$ cat src/rtl/vga_timing_gen_if.sv
// vga_timing_gen_if
//   Bundle between the raster timing generator and the logic that consumes
//   its timing (pixel pipeline, frame buffer read logic).
//
//   Signals
//     pix_stb      pixel enable into the generator (one pixel per high clk)
//     hsync        horizontal sync, polarity chosen by the generator
//     vsync        vertical sync, polarity chosen by the generator
//     blanking     high outside the visible area
//     active       high inside the visible area (always ~blanking)
//     line_start   1-clk pulse when pixel (0, any line) is presented
//     frame_start  1-clk pulse when pixel (0,0) is presented
//     animate      1-clk pulse at the last pixel of the last visible line
//     screenend    1-clk pulse at the last pixel of the frame
//     x, y         coordinates of the presented pixel (CW bits)
//     frame_cnt    frame counter (FRAME_W bits)
//
//   Modports
//     master  the timing generator
//     slave   the timing consumer (also supplies pix_stb)
interface vga_timing_gen_if #(
    parameter int CW      = 10,
    parameter int FRAME_W = 8
);
    logic               pix_stb;
    logic               hsync;
    logic               vsync;
    logic               blanking;
    logic               active;
    logic               line_start;
    logic               frame_start;
    logic               animate;
    logic               screenend;
    logic [CW-1:0]      x;
    logic [CW-1:0]      y;
    logic [FRAME_W-1:0] frame_cnt;

    modport master (
        input  pix_stb,
        output hsync, vsync, blanking, active,
        output line_start, frame_start, animate, screenend,
        output x, y, frame_cnt
    );

    modport slave (
        output pix_stb,
        input  hsync, vsync, blanking, active,
        input  line_start, frame_start, animate, screenend,
        input  x, y, frame_cnt
    );
endinterface

$ cat src/rtl/vga_timing_gen.sv
// vga_timing_gen
//   Parametrised raster timing generator. A horizontal counter walks each
//   line (active, front porch, sync, back porch) and a vertical counter walks
//   the lines of a frame. Every output is registered from the decode of the
//   same (h,v) pair, so sync, blanking, coordinates and pulses always describe
//   one pixel and never skew against each other.
//
//   Ports
//     clk    system clock, all logic on its rising edge
//     reset  synchronous, active-low reset
//     vif    vga_timing_gen_if master modport: pix_stb in, timing outputs out
//
//   CW must be wide enough to hold max(H_TOTAL, V_TOTAL) - 1.
module vga_timing_gen #(
    parameter int   H_ACTIVE = 640,
    parameter int   H_FP     = 16,
    parameter int   H_SYNC   = 96,
    parameter int   H_BP     = 48,
    parameter int   V_ACTIVE = 480,
    parameter int   V_FP     = 10,
    parameter int   V_SYNC   = 2,
    parameter int   V_BP     = 33,
    parameter logic HS_POL   = 1'b0,
    parameter logic VS_POL   = 1'b0,
    parameter int   CW       = 10,
    parameter int   FRAME_W  = 8
) (
    input  logic                  clk,
    input  logic                  reset,
    vga_timing_gen_if.master      vif
);

    localparam int H_TOTAL = H_ACTIVE + H_FP + H_SYNC + H_BP;
    localparam int V_TOTAL = V_ACTIVE + V_FP + V_SYNC + V_BP;

    // Decode boundaries pre-sized to the counter width so every compare is
    // between equal-width unsigned values.
    localparam logic [CW-1:0] H_LAST   = CW'(H_TOTAL - 1);
    localparam logic [CW-1:0] V_LAST   = CW'(V_TOTAL - 1);
    localparam logic [CW-1:0] H_ACT    = CW'(H_ACTIVE);
    localparam logic [CW-1:0] V_ACT    = CW'(V_ACTIVE);
    localparam logic [CW-1:0] V_ANIM   = CW'(V_ACTIVE - 1);
    localparam logic [CW-1:0] HS_START = CW'(H_ACTIVE + H_FP);
    localparam logic [CW-1:0] HS_END   = CW'(H_ACTIVE + H_FP + H_SYNC);
    localparam logic [CW-1:0] VS_START = CW'(V_ACTIVE + V_FP);
    localparam logic [CW-1:0] VS_END   = CW'(V_ACTIVE + V_FP + V_SYNC);

    logic [CW-1:0]      h_q, h_d;
    logic [CW-1:0]      v_q, v_d;
    logic [CW-1:0]      x_q, x_d;
    logic [CW-1:0]      y_q, y_d;
    logic [FRAME_W-1:0] frame_cnt_q, frame_cnt_d;
    logic               hsync_q, hsync_d;
    logic               vsync_q, vsync_d;
    logic               visible_q, visible_d;
    logic               line_start_q, line_start_d;
    logic               frame_start_q, frame_start_d;
    logic               animate_q, animate_d;
    logic               screenend_q, screenend_d;

    logic               h_wrap;
    logic               v_wrap;

    // Counter advance and one-pixel-late output decode. Levels hold between
    // strobes; pulses default to zero so they last exactly one clk even when
    // the strobe is sparse.
    always_comb begin
        h_wrap        = (h_q == H_LAST);
        v_wrap        = (v_q == V_LAST);

        h_d           = h_q;
        v_d           = v_q;
        x_d           = x_q;
        y_d           = y_q;
        frame_cnt_d   = frame_cnt_q;
        hsync_d       = hsync_q;
        vsync_d       = vsync_q;
        visible_d     = visible_q;
        line_start_d  = 1'b0;
        frame_start_d = 1'b0;
        animate_d     = 1'b0;
        screenend_d   = 1'b0;

        if (vif.pix_stb) begin
            h_d = h_wrap ? '0 : h_q + CW'(1);
            if (h_wrap) begin
                v_d = v_wrap ? '0 : v_q + CW'(1);
            end

            x_d       = h_q;
            y_d       = v_q;
            visible_d = (h_q < H_ACT) && (v_q < V_ACT);
            hsync_d   = ((h_q >= HS_START) && (h_q < HS_END)) ? HS_POL : ~HS_POL;
            vsync_d   = ((v_q >= VS_START) && (v_q < VS_END)) ? VS_POL : ~VS_POL;

            line_start_d  = (h_q == '0);
            frame_start_d = (h_q == '0) && (v_q == '0);
            animate_d     = h_wrap && (v_q == V_ANIM);
            screenend_d   = h_wrap && v_wrap;

            // The frame counter steps together with the screenend pixel so
            // both appear on the same output cycle.
            if (h_wrap && v_wrap) begin
                frame_cnt_d = frame_cnt_q + FRAME_W'(1);
            end
        end
    end

    // State and output registers. Reset wins over the strobe and restarts the
    // raster at (0,0), discarding the frame in progress.
    always_ff @(posedge clk) begin
        if (!reset) begin
            h_q           <= '0;
            v_q           <= '0;
            x_q           <= '0;
            y_q           <= '0;
            frame_cnt_q   <= '0;
            hsync_q       <= ~HS_POL;
            vsync_q       <= ~VS_POL;
            visible_q     <= 1'b0;
            line_start_q  <= 1'b0;
            frame_start_q <= 1'b0;
            animate_q     <= 1'b0;
            screenend_q   <= 1'b0;
        end else begin
            h_q           <= h_d;
            v_q           <= v_d;
            x_q           <= x_d;
            y_q           <= y_d;
            frame_cnt_q   <= frame_cnt_d;
            hsync_q       <= hsync_d;
            vsync_q       <= vsync_d;
            visible_q     <= visible_d;
            line_start_q  <= line_start_d;
            frame_start_q <= frame_start_d;
            animate_q     <= animate_d;
            screenend_q   <= screenend_d;
        end
    end

    // Blanking and active come from one flop so they can never disagree.
    assign vif.hsync       = hsync_q;
    assign vif.vsync       = vsync_q;
    assign vif.active      = visible_q;
    assign vif.blanking    = ~visible_q;
    assign vif.line_start  = line_start_q;
    assign vif.frame_start = frame_start_q;
    assign vif.animate     = animate_q;
    assign vif.screenend   = screenend_q;
    assign vif.x           = x_q;
    assign vif.y           = y_q;
    assign vif.frame_cnt   = frame_cnt_q;

endmodule

$ cat src/flat_wrapper.sv
// flat-port wrapper written by rule: the top's interface ports become plain ports
module vga_timing_gen_flat 
#(
    parameter int   H_ACTIVE = 640,
    parameter int   H_FP     = 16,
    parameter int   H_SYNC   = 96,
    parameter int   H_BP     = 48,
    parameter int   V_ACTIVE = 480,
    parameter int   V_FP     = 10,
    parameter int   V_SYNC   = 2,
    parameter int   V_BP     = 33,
    parameter logic HS_POL   = 1'b0,
    parameter logic VS_POL   = 1'b0,
    parameter int   CW       = 10,
    parameter int   FRAME_W  = 8
)
  (clk, reset, vif_pix_stb, vif_hsync, vif_vsync, vif_blanking, vif_active, vif_line_start, vif_frame_start, vif_animate, vif_screenend, vif_x, vif_y, vif_frame_cnt);
  vga_timing_gen_if #(.CW(CW), .FRAME_W(FRAME_W)) vif_i ();
  input  logic clk;
  input  logic reset;
  input wire logic [$bits(vif_i.pix_stb)-1:0] vif_pix_stb;
  output wire logic [$bits(vif_i.hsync)-1:0] vif_hsync;
  output wire logic [$bits(vif_i.vsync)-1:0] vif_vsync;
  output wire logic [$bits(vif_i.blanking)-1:0] vif_blanking;
  output wire logic [$bits(vif_i.active)-1:0] vif_active;
  output wire logic [$bits(vif_i.line_start)-1:0] vif_line_start;
  output wire logic [$bits(vif_i.frame_start)-1:0] vif_frame_start;
  output wire logic [$bits(vif_i.animate)-1:0] vif_animate;
  output wire logic [$bits(vif_i.screenend)-1:0] vif_screenend;
  output wire logic [$bits(vif_i.x)-1:0] vif_x;
  output wire logic [$bits(vif_i.y)-1:0] vif_y;
  output wire logic [$bits(vif_i.frame_cnt)-1:0] vif_frame_cnt;
  assign vif_i.pix_stb = vif_pix_stb;
  assign vif_hsync = vif_i.hsync;
  assign vif_vsync = vif_i.vsync;
  assign vif_blanking = vif_i.blanking;
  assign vif_active = vif_i.active;
  assign vif_line_start = vif_i.line_start;
  assign vif_frame_start = vif_i.frame_start;
  assign vif_animate = vif_i.animate;
  assign vif_screenend = vif_i.screenend;
  assign vif_x = vif_i.x;
  assign vif_y = vif_i.y;
  assign vif_frame_cnt = vif_i.frame_cnt;
  vga_timing_gen #(.H_ACTIVE(H_ACTIVE), .H_FP(H_FP), .H_SYNC(H_SYNC), .H_BP(H_BP), .V_ACTIVE(V_ACTIVE), .V_FP(V_FP), .V_SYNC(V_SYNC), .V_BP(V_BP), .HS_POL(HS_POL), .VS_POL(VS_POL), .CW(CW), .FRAME_W(FRAME_W)) u_core (.clk(clk), .reset(reset), .vif(vif_i));
endmodule
$ cat config.mk
export PLATFORM = sky130hd
export DESIGN_NAME = vga_timing_gen_flat
export DESIGN_NICKNAME = d
export VERILOG_FILES = /design/src/rtl/vga_timing_gen_if.sv /design/src/rtl/vga_timing_gen.sv /design/src/flat_wrapper.sv
export SDC_FILE = /design/constraint.sdc
export NUM_CORES = 1
export LEC_CHECK = 0
export BUFFER_PORTS_ARGS = -buffer_cell sky130_fd_sc_hd__buf_2
export CAP_MARGIN = 20
export CORE_MARGIN = 4
export CORE_UTILIZATION = 44
export CTS_BUF_LIST = sky130_fd_sc_hd__clkbuf_4 sky130_fd_sc_hd__clkbuf_8
export DETAILED_ROUTE_END_ITERATION = 12
export PLACE_DENSITY = 0.75
export SYNTH_ARGS = -nofsm -noshare
export SYNTH_HDL_FRONTEND = slang
export SYNTH_SLANG_ARGS = --single-unit
export TNS_END_PERCENT = 10
$ cat constraint.sdc
create_clock -name clk -period 4.1 [get_ports clk]
set_input_delay 0.615 -clock clk [delete_from_list [all_inputs] [get_ports clk]]
set_output_delay 0.615 -clock clk [all_outputs]
set_load 0.005 [all_outputs]
==> results of run 1 <==
-- worst max path at each step --
stage / startpoint / to / slack [ns] / depth (start not counted)
global placement: vif_pix_stb / u_core.vif.frame_cnt[4] / 1.83 / 5
CTS: u_core.h_q[1] / u_core.vif.frame_cnt[4] / 1.99 / 5
detailed placement: vif_pix_stb / u_core.vif.frame_cnt[4] / 1.75 / 5
finish: u_core.h_q[1] / u_core.vif.frame_cnt[4] / 2.01 / 5
global route: u_core.h_q[1] / u_core.vif.frame_cnt[3] / 1.77 / 5
floorplan: vif_pix_stb / u_core.vif.frame_cnt[3] / 2.17 / 7
-- where the power goes --
part | total (W) | switching, W | internal [W] | leakage, nW
registers | 0.000541 | 0.00000294 | 0.000538 | 0.444
clock network | 0.000273 | 0.000153 | 0.000121 | 0.0406
logic | 0.0000366 | 0.0000223 | 0.0000143 | 0.649
total | 0.000851 | 0.000178 | 0.000673 | 1.13
-- cells by family after synthesis --
kind of cell,count (synthesis),share of synthesized area [%]
and+or+nand+nor,123,27.2
DFF,55,43.4
buffers and inverters,30,7.11
AOI/OAI and AO/OA,25,5.77
muxes,24,9.48
xor gates and xnor gates,13,4.49
adders and majority gates,5,2.47
-- worst register-to-register path, stage by stage (launching register included) --
cell	delay, ns
dfxtp_1	0.41
ha_1	0.25
and4_1	0.41
nand3_4	0.26
or4_1	0.55
a21oi_1	0.15
-- layout make-up --
class	instances	area share (%)
clock buffer	6	2.76
sequential	55	39.8
multi-input combinational	190	45.3
tap	72	3.25
timing repair buffer	40	7.86
inverter	8	1.08
-- metrics by stage --
stage	instances	hold WS, ns
after floorplan	275	0.459
after global placement	364	0.471
after detailed placement	364	0.472
after CTS	370	0.495
after global routing	371	0.517
final	371	0.487
-- flip-flops by register name (all words and copies together), names as in the netlist --
register	cells
u_core.vif.animate	1
u_core.vif.y	10
u_core.vif.screenend	1
u_core.h_q	10
u_core.v_q	10
u_core.vif.frame_start	1
u_core.vif.hsync	1
u_core.vif.x	10
u_core.vif.line_start	1
u_core.vif.vsync	1
u_core.vif.active	1
u_core.vif.frame_cnt	8
-- routing by layer --
layer  wire length [um]  vias up  GRT usage, %
met5                  0        -             0
met1               2330      950          19.5
met3                305        6          3.75
li1                   -     1014             -
met4                 71        0          4.82
met2               2430       63          24.7
-- synth_stat cells, types with 2 or more instances --
library cell,count
clkbuf_1,7
ha_1,5
xor2_1,8
or4_1,8
and3_1,4
nand4b_1,2
nor3_1,5
and4_1,5
a21oi_1,13
nand2b_1,3
o21ai_0,3
nand4_1,8
nor4_1,6
inv_1,7
mux2i_1,24
buf_6,6
dfxtp_1,55
nor2_1,40
nand3_1,15
buf_4,5
nand2_1,14
buf_2,2
xnor2_1,5
o31ai_1,6
==> results.sh, run 1 <==
export IMPL_dieArea_um2=7040
export IMPL_end_kind="flip-flop"
export IMPL_grt_overflow_total=0
export IMPL_cts_resized=0
export IMPL_min_period_ns=2.09
export IMPL_insertion_delay_ns=0.30
export IMPL_fin_tns_setup_ns=0
export IMPL_path_class="reg2reg"
export IMPL_seq_area_frac_synth_pct=43.4
export IMPL_via_per_inst=5.48
export IMPL_grt_pass1_vias=1877
export IMPL_status="complete, no violations"
export IMPL_grt_pass1_wl_mm=8.92
export IMPL_syn_nets=283
export IMPL_holdPathStages=2
export IMPL_drt_initial_drc_count=181
export IMPL_drtPass1Iterations=4
export IMPL_reg2reg_depth=5
export IMPL_crit_chain="ha_1, and4_1, nand3_4, or4_1, a21oi_1"
export IMPL_synth_avg_cell_area_um2=9.22
export IMPL_yosys_warnings=0
export IMPL_initial_utilization_pct=45.8
export IMPL_skew_ns=0.00378
export IMPL_cp_slowest_cell="or4_1"
export IMPL_via_count=2033
export IMPL_reg2reg_to="u_core.vif.frame_cnt[4]"
export IMPL_fin_util_pct=50.0
export IMPL_p_leak_nw=1.13
export IMPL_pre_cts_slack_ns=1.75
export IMPL_ff2ff_setup_slack_ns=2.01
export IMPL_synth_edf_count=0
export IMPL_wl_per_cell_um=13.8
export IMPL_synth_seq_cells=55
export IMPL_hold_viol=0
export IMPL_drt_antenna_violating_nets=0
export IMPL_slew_viol_final=0
export IMPL_drc=0
export IMPL_fp_dieH_um=83.9
export IMPL_hold_class="reg2reg"
export IMPL_final_common_cell="dfxtp_1"
export IMPL_syn2layout_area_growth_pct=9.23
export IMPL_cts_root_buf="clkbuf_8"
export IMPL_r2r_start="u_core.h_q[1]"
export IMPL_fin_ws_ns=2.01
export IMPL_relSlewSlack_pct=68.1
export IMPL_fin_nets=308
export IMPL_place_area_um2=2670
export IMPL_cts_setup_buffers=0
export IMPL_io_pins=39
export IMPL_regArea_um2=1100
export IMPL_critical_path_top_delay_family="simple AND/OR/NAND/NOR gates"
export IMPL_clockBufferDepth=2
export IMPL_ys_async_sr_fraction_pct=0
export IMPL_required_ns=4.33
export IMPL_whs_endpoint="u_core.vif.hsync"
export IMPL_synthCells=275
export IMPL_wirelength_mm=5.14
export IMPL_cts_made_buffers=5
export IMPL_cp_arrival_ns=2.32
export IMPL_grt_usage_pct=15.1
export IMPL_ys_top_cells_by_area="dfxtp_1 43%, mux2i_1 9.5%, nor2_1 5.9%"
export IMPL_startpoint_type="flip-flop"
export IMPL_clock_sinks=55
export IMPL_finalPower_w=0.000851
export IMPL_worst_path_buf_inv=0
export IMPL_die_x_um=83.9
export IMPL_worstPathMaxFanout=20
export IMPL_yosysUniqueCellTypes=43
export IMPL_fmax_mhz=479
export IMPL_grt_max_degree=37
export IMPL_critPathMaxStageDelay_ns=0.55
export IMPL_setup_viol=0
export IMPL_dp_hpwl_mm=3.63
export IMPL_holdBufCountCts=0
export IMPL_synth_top_area_share_pct=43.4
export IMPL_mostFrequentLayoutCells="55 x dfxtp_1, 40 x nor2_1, 38 x buf_2"
export IMPL_synth_largest_area_cell="dfxtp_1"
export IMPL_syn_cell_area_um2=2530
export IMPL_path_clk_slew_ns=0.08
export IMPL_port_buffer_count=38
export IMPL_core_region_area_um2=5540
export IMPL_core_rowCount=27
export IMPL_cts_tree="yes"
export IMPL_rsz0062_at_grt="no"
export IMPL_min_delay_start="u_core.vif.hsync"
export IMPL_max_cap_viol_count=0
export IMPL_fill_cells=528
export IMPL_multi_input_area_um2=1250
export IMPL_p_per_area_nw_per_um2=307
export IMPL_fin_crit_sh_pct=50.9
export IMPL_irDropWorstVdd_uv=162
export IMPL_antenna_cells=0
export IMPL_h_tree_depth=2
export IMPL_worst_pin_slew_ns=0.475
export IMPL_antenna_found_initial=0
export IMPL_synthFlopType="dfxtp_1"
export IMPL_design_area_um2=2770
export IMPL_gp_congestion=0.861
export IMPL_drive_gt1_share_pct=17.4
Power figures use the tool's default switching activity.
==> inputs of run 2 (changes only) <==
Settings changed: ABC_AREA from default to 1.
Clock period 4.1 ns to 2.1 ns, I/O delays scaled along.
==> results.sh, run 2 <==
export IMPL_hold_viol=0
export IMPL_grt_usage_pct=17.4
export IMPL_startpoint_type="flip-flop"
export IMPL_synthMuxAreaShare_pct=0
export IMPL_synth_largest_area_cell="dfxtp_1"
export IMPL_status="complete, no violations"
export IMPL_r2r_start="u_core.v_q[0]"
export IMPL_drt_initial_drc_count=106
export IMPL_ys_top_cells_by_area="dfxtp_1 44%, nand2_1 9.0%, a21oi_1 6.8%"
export IMPL_end_kind="flip-flop"
export IMPL_dieArea_um2=6980
export IMPL_ys_top_cells_by_count="60 x nand2_1, 55 x dfxtp_1, 41 x nor2_1, 35 x inv_1, 34 x a21oi_1"
export IMPL_antenna_cells=0
export IMPL_syn_cell_area_um2=2510
export IMPL_path_clk_slew_ns=0.11
export IMPL_skew_ns=0.0154
export IMPL_reg2reg_to="u_core.vif.frame_cnt[2]"
export IMPL_hold_class="in2reg"
export IMPL_h_tree_depth=2
export IMPL_synth_top_family_by_area="simple AND/OR/NAND/NOR gates"
export IMPL_worst_path_buf_inv=2
export IMPL_drc=0
export IMPL_dp_hpwl_mm=4.49
export IMPL_whs_endpoint="u_core.vif.x[1]"
export IMPL_initial_utilization_pct=45.6
export IMPL_slew_viol_final=0
export IMPL_cts_setup_buffers=0
export IMPL_worst_pin_slew_ns=0.413
export IMPL_max_cap_viol_count=0
export IMPL_fill_cells=535
export IMPL_grt_max_degree=23
export IMPL_clockBufferDepth=2
export IMPL_port_buffer_count=38
export IMPL_synthAdderAreaFrac_pct=2.49
export IMPL_synth_compound_area_share_pct=11.9
export IMPL_holdPathStages=3
export IMPL_critPathMaxStageDelay_ns=0.38
export IMPL_via_count=2334
export IMPL_gp_congestion=0.938
export IMPL_cts_made_buffers=5
export IMPL_seq_area_frac_synth_pct=43.8
export IMPL_cts_resized=0
export IMPL_wl_per_cell_um=12.9
export IMPL_required_ns=2.30
export IMPL_path_class="reg2reg"
export IMPL_cts_tree="yes"
export IMPL_insertion_delay_ns=0.32
export IMPL_irDropWorstVdd_uv=373
export IMPL_drt_antenna_violating_nets=0
export IMPL_critical_path_top_delay_family="simple AND/OR/NAND/NOR gates"
export IMPL_fp_dieH_um=83.6
export IMPL_design_area_um2=2890
export IMPL_path_common_cell="inv_1"
export IMPL_min_delay_start="vif_pix_stb"
export IMPL_synthFlopType="dfxtp_1"
export IMPL_fin_nets=388
export IMPL_combPwrFrac_pct=5.9
export IMPL_core_rowCount=27
export IMPL_yosysMostFrequentCell="nand2_1"
export IMPL_core_region_area_um2=5510
export IMPL_p_int_w=0.00147
export IMPL_relSlewSlack_pct=72.4
export IMPL_min_period_ns=1.60
export IMPL_io_pins=39
export IMPL_synth_seq_cells=55
export IMPL_ys_async_sr_fraction_pct=0
export IMPL_die_x_um=83.6
export IMPL_holdBufCountCts=0
export IMPL_fin_crit_sh_pct=76.3
export IMPL_synth_top_area_share_pct=43.8
export IMPL_setup_viol=0
export IMPL_mostFrequentLayoutCells="60 x nand2_1, 55 x dfxtp_1, 41 x nor2_1"
export IMPL_crit_chain="inv_1, ha_1, inv_1, nor2_1, nand4_1, nor2_4, nand2_2, nand2_1, a21oi_1"
export IMPL_cp_slowest_cell="dfxtp_1"
export IMPL_grt_pass1_wl_mm=10.1
export IMPL_p_leak_nw=1.22
export IMPL_syn2layout_area_growth_pct=15.1
export IMPL_swShare_pct=22.9
export IMPL_via_per_inst=5.15
export IMPL_yosysUniqueCellTypes=31
export IMPL_p_sw_w=0.000437
export IMPL_synth_xor_area_share_pct=2.09
export IMPL_syn_nets=349
export IMPL_wirelength_mm=5.84
export IMPL_clock_sinks=55
export IMPL_antenna_found_initial=0
export IMPL_reg2reg_depth=9
export IMPL_place_area_um2=2780
export IMPL_drtPass1Iterations=4
export IMPL_yosys_area_share_simple_pct=32.3
export IMPL_synth_avg_cell_area_um2=7.37
export IMPL_p_seq_share_pct=56.6
export IMPL_fin_tns_setup_ns=0
export IMPL_synth_edf_count=0
export IMPL_yosys_warnings=0
export IMPL_fmax_mhz=624
export IMPL_p_clk_share_pct=37.5
export IMPL_drive_gt1_share_pct=18.9
export IMPL_rsz0062_at_grt="no"
export IMPL_cts_root_buf="clkbuf_8"
export IMPL_synthCells=341
export IMPL_worstPathMaxFanout=7
export IMPL_grt_pass1_vias=2224
export IMPL_final_common_cell="nand2_1"
export IMPL_cp_arrival_ns=1.81
export IMPL_grt_overflow_total=0
export IMPL_p_per_area_nw_per_um2=661
export IMPL_ff2ff_setup_slack_ns=0.50
-- run 2: changes by cell type in the layout (fill, tap and decap cells not counted), moves of 10 or more --
| cell | before | now |
|---|---|---|
| nand3_1 | 15 | 25 |
| o21ai_0 | 3 | 23 |
| a21oi_1 | 13 | 34 |
| inv_1 | 7 | 35 |
| mux2i_1 | 24 | 0 |
| nand2_1 | 14 | 60 |
-- run 2: area by class of cell --
class	count	area (um^2)	share of cell area [%]
multi-input combinational	239	1220	42.4
sequential	55	1100	38.1
timing repair buffer	42	220	7.62
inverter	37	139	4.80
tap	72	90.1	3.12
clock buffer	5	68.8	2.38
clock inverter	3	47.5	1.64
-- run 2: through the flow --
stage | hold WS (ns) | power [W] | instances | util (%) | worst slack (ns)
after global routing | 0.357 | 0.00199 | 453 | 52.5 | 0.310
final | 0.345 | 0.00191 | 453 | 52.5 | 0.497
after CTS | 0.338 | 0.00193 | 453 | 52.5 | 0.498
after detailed placement | 0.449 | 0.00122 | 445 | 50.4 | 0.518
after global placement | 0.451 | 0.00122 | 445 | 50.4 | 0.541
after floorplan | 0.458 | 0.00117 | 341 | - | 0.710
-- run 2: how the worst max path moves through the flow --
stage,from,endpoint,cells past startpoint
floorplan,u_core.v_q[0],u_core.vif.frame_cnt[5],9
global placement,u_core.v_q[0],u_core.vif.frame_cnt[5],9
detailed placement,u_core.v_q[0],u_core.vif.frame_cnt[2],9
CTS,u_core.v_q[0],u_core.vif.frame_cnt[2],9
global route,u_core.v_q[0],u_core.vif.frame_cnt[2],9
finish,u_core.v_q[0],u_core.vif.frame_cnt[2],9
-- run 2: kinds of logic (layout without fill, tap and decap cells) --
family	after synthesis	in the layout
fa+ha+maj	5	5
flops	55	55
buf+inv	47	87
xor+xnor	6	6
simple gates	169	169
compound gates	59	59
-- run 2: worst min-delay path: stages --
cell     delay (ns)
buf_2          0.13
nand2_2        0.09
a21oi_1        0.07
-- run 2: power by group through the flow --
stage	sequential [W]	clock [W]	combinational [W]
2_1_floorplan	0.00111	0	0.0000659
3_3_place_gp	0.00111	0	0.000113
3_5_place_dp	0.00111	0	0.000115
4_1_cts	0.00108	0.000729	0.000115
5_1_grt	0.00109	0.000768	0.000132
6_report	0.00108	0.000716	0.000113
-- run 2: per-layer routing --
layer  part of all wire (%)  wire (um)  track usage, %  vias to the layer above
li1                       -          -               -                     1197
met2                     47       2730            30.3                       49
met3                    3.9        228            3.85                       12
met5                      0          0               0                        -
met1                     47       2740            21.2                     1076
met4                    2.4        142            5.85                        0
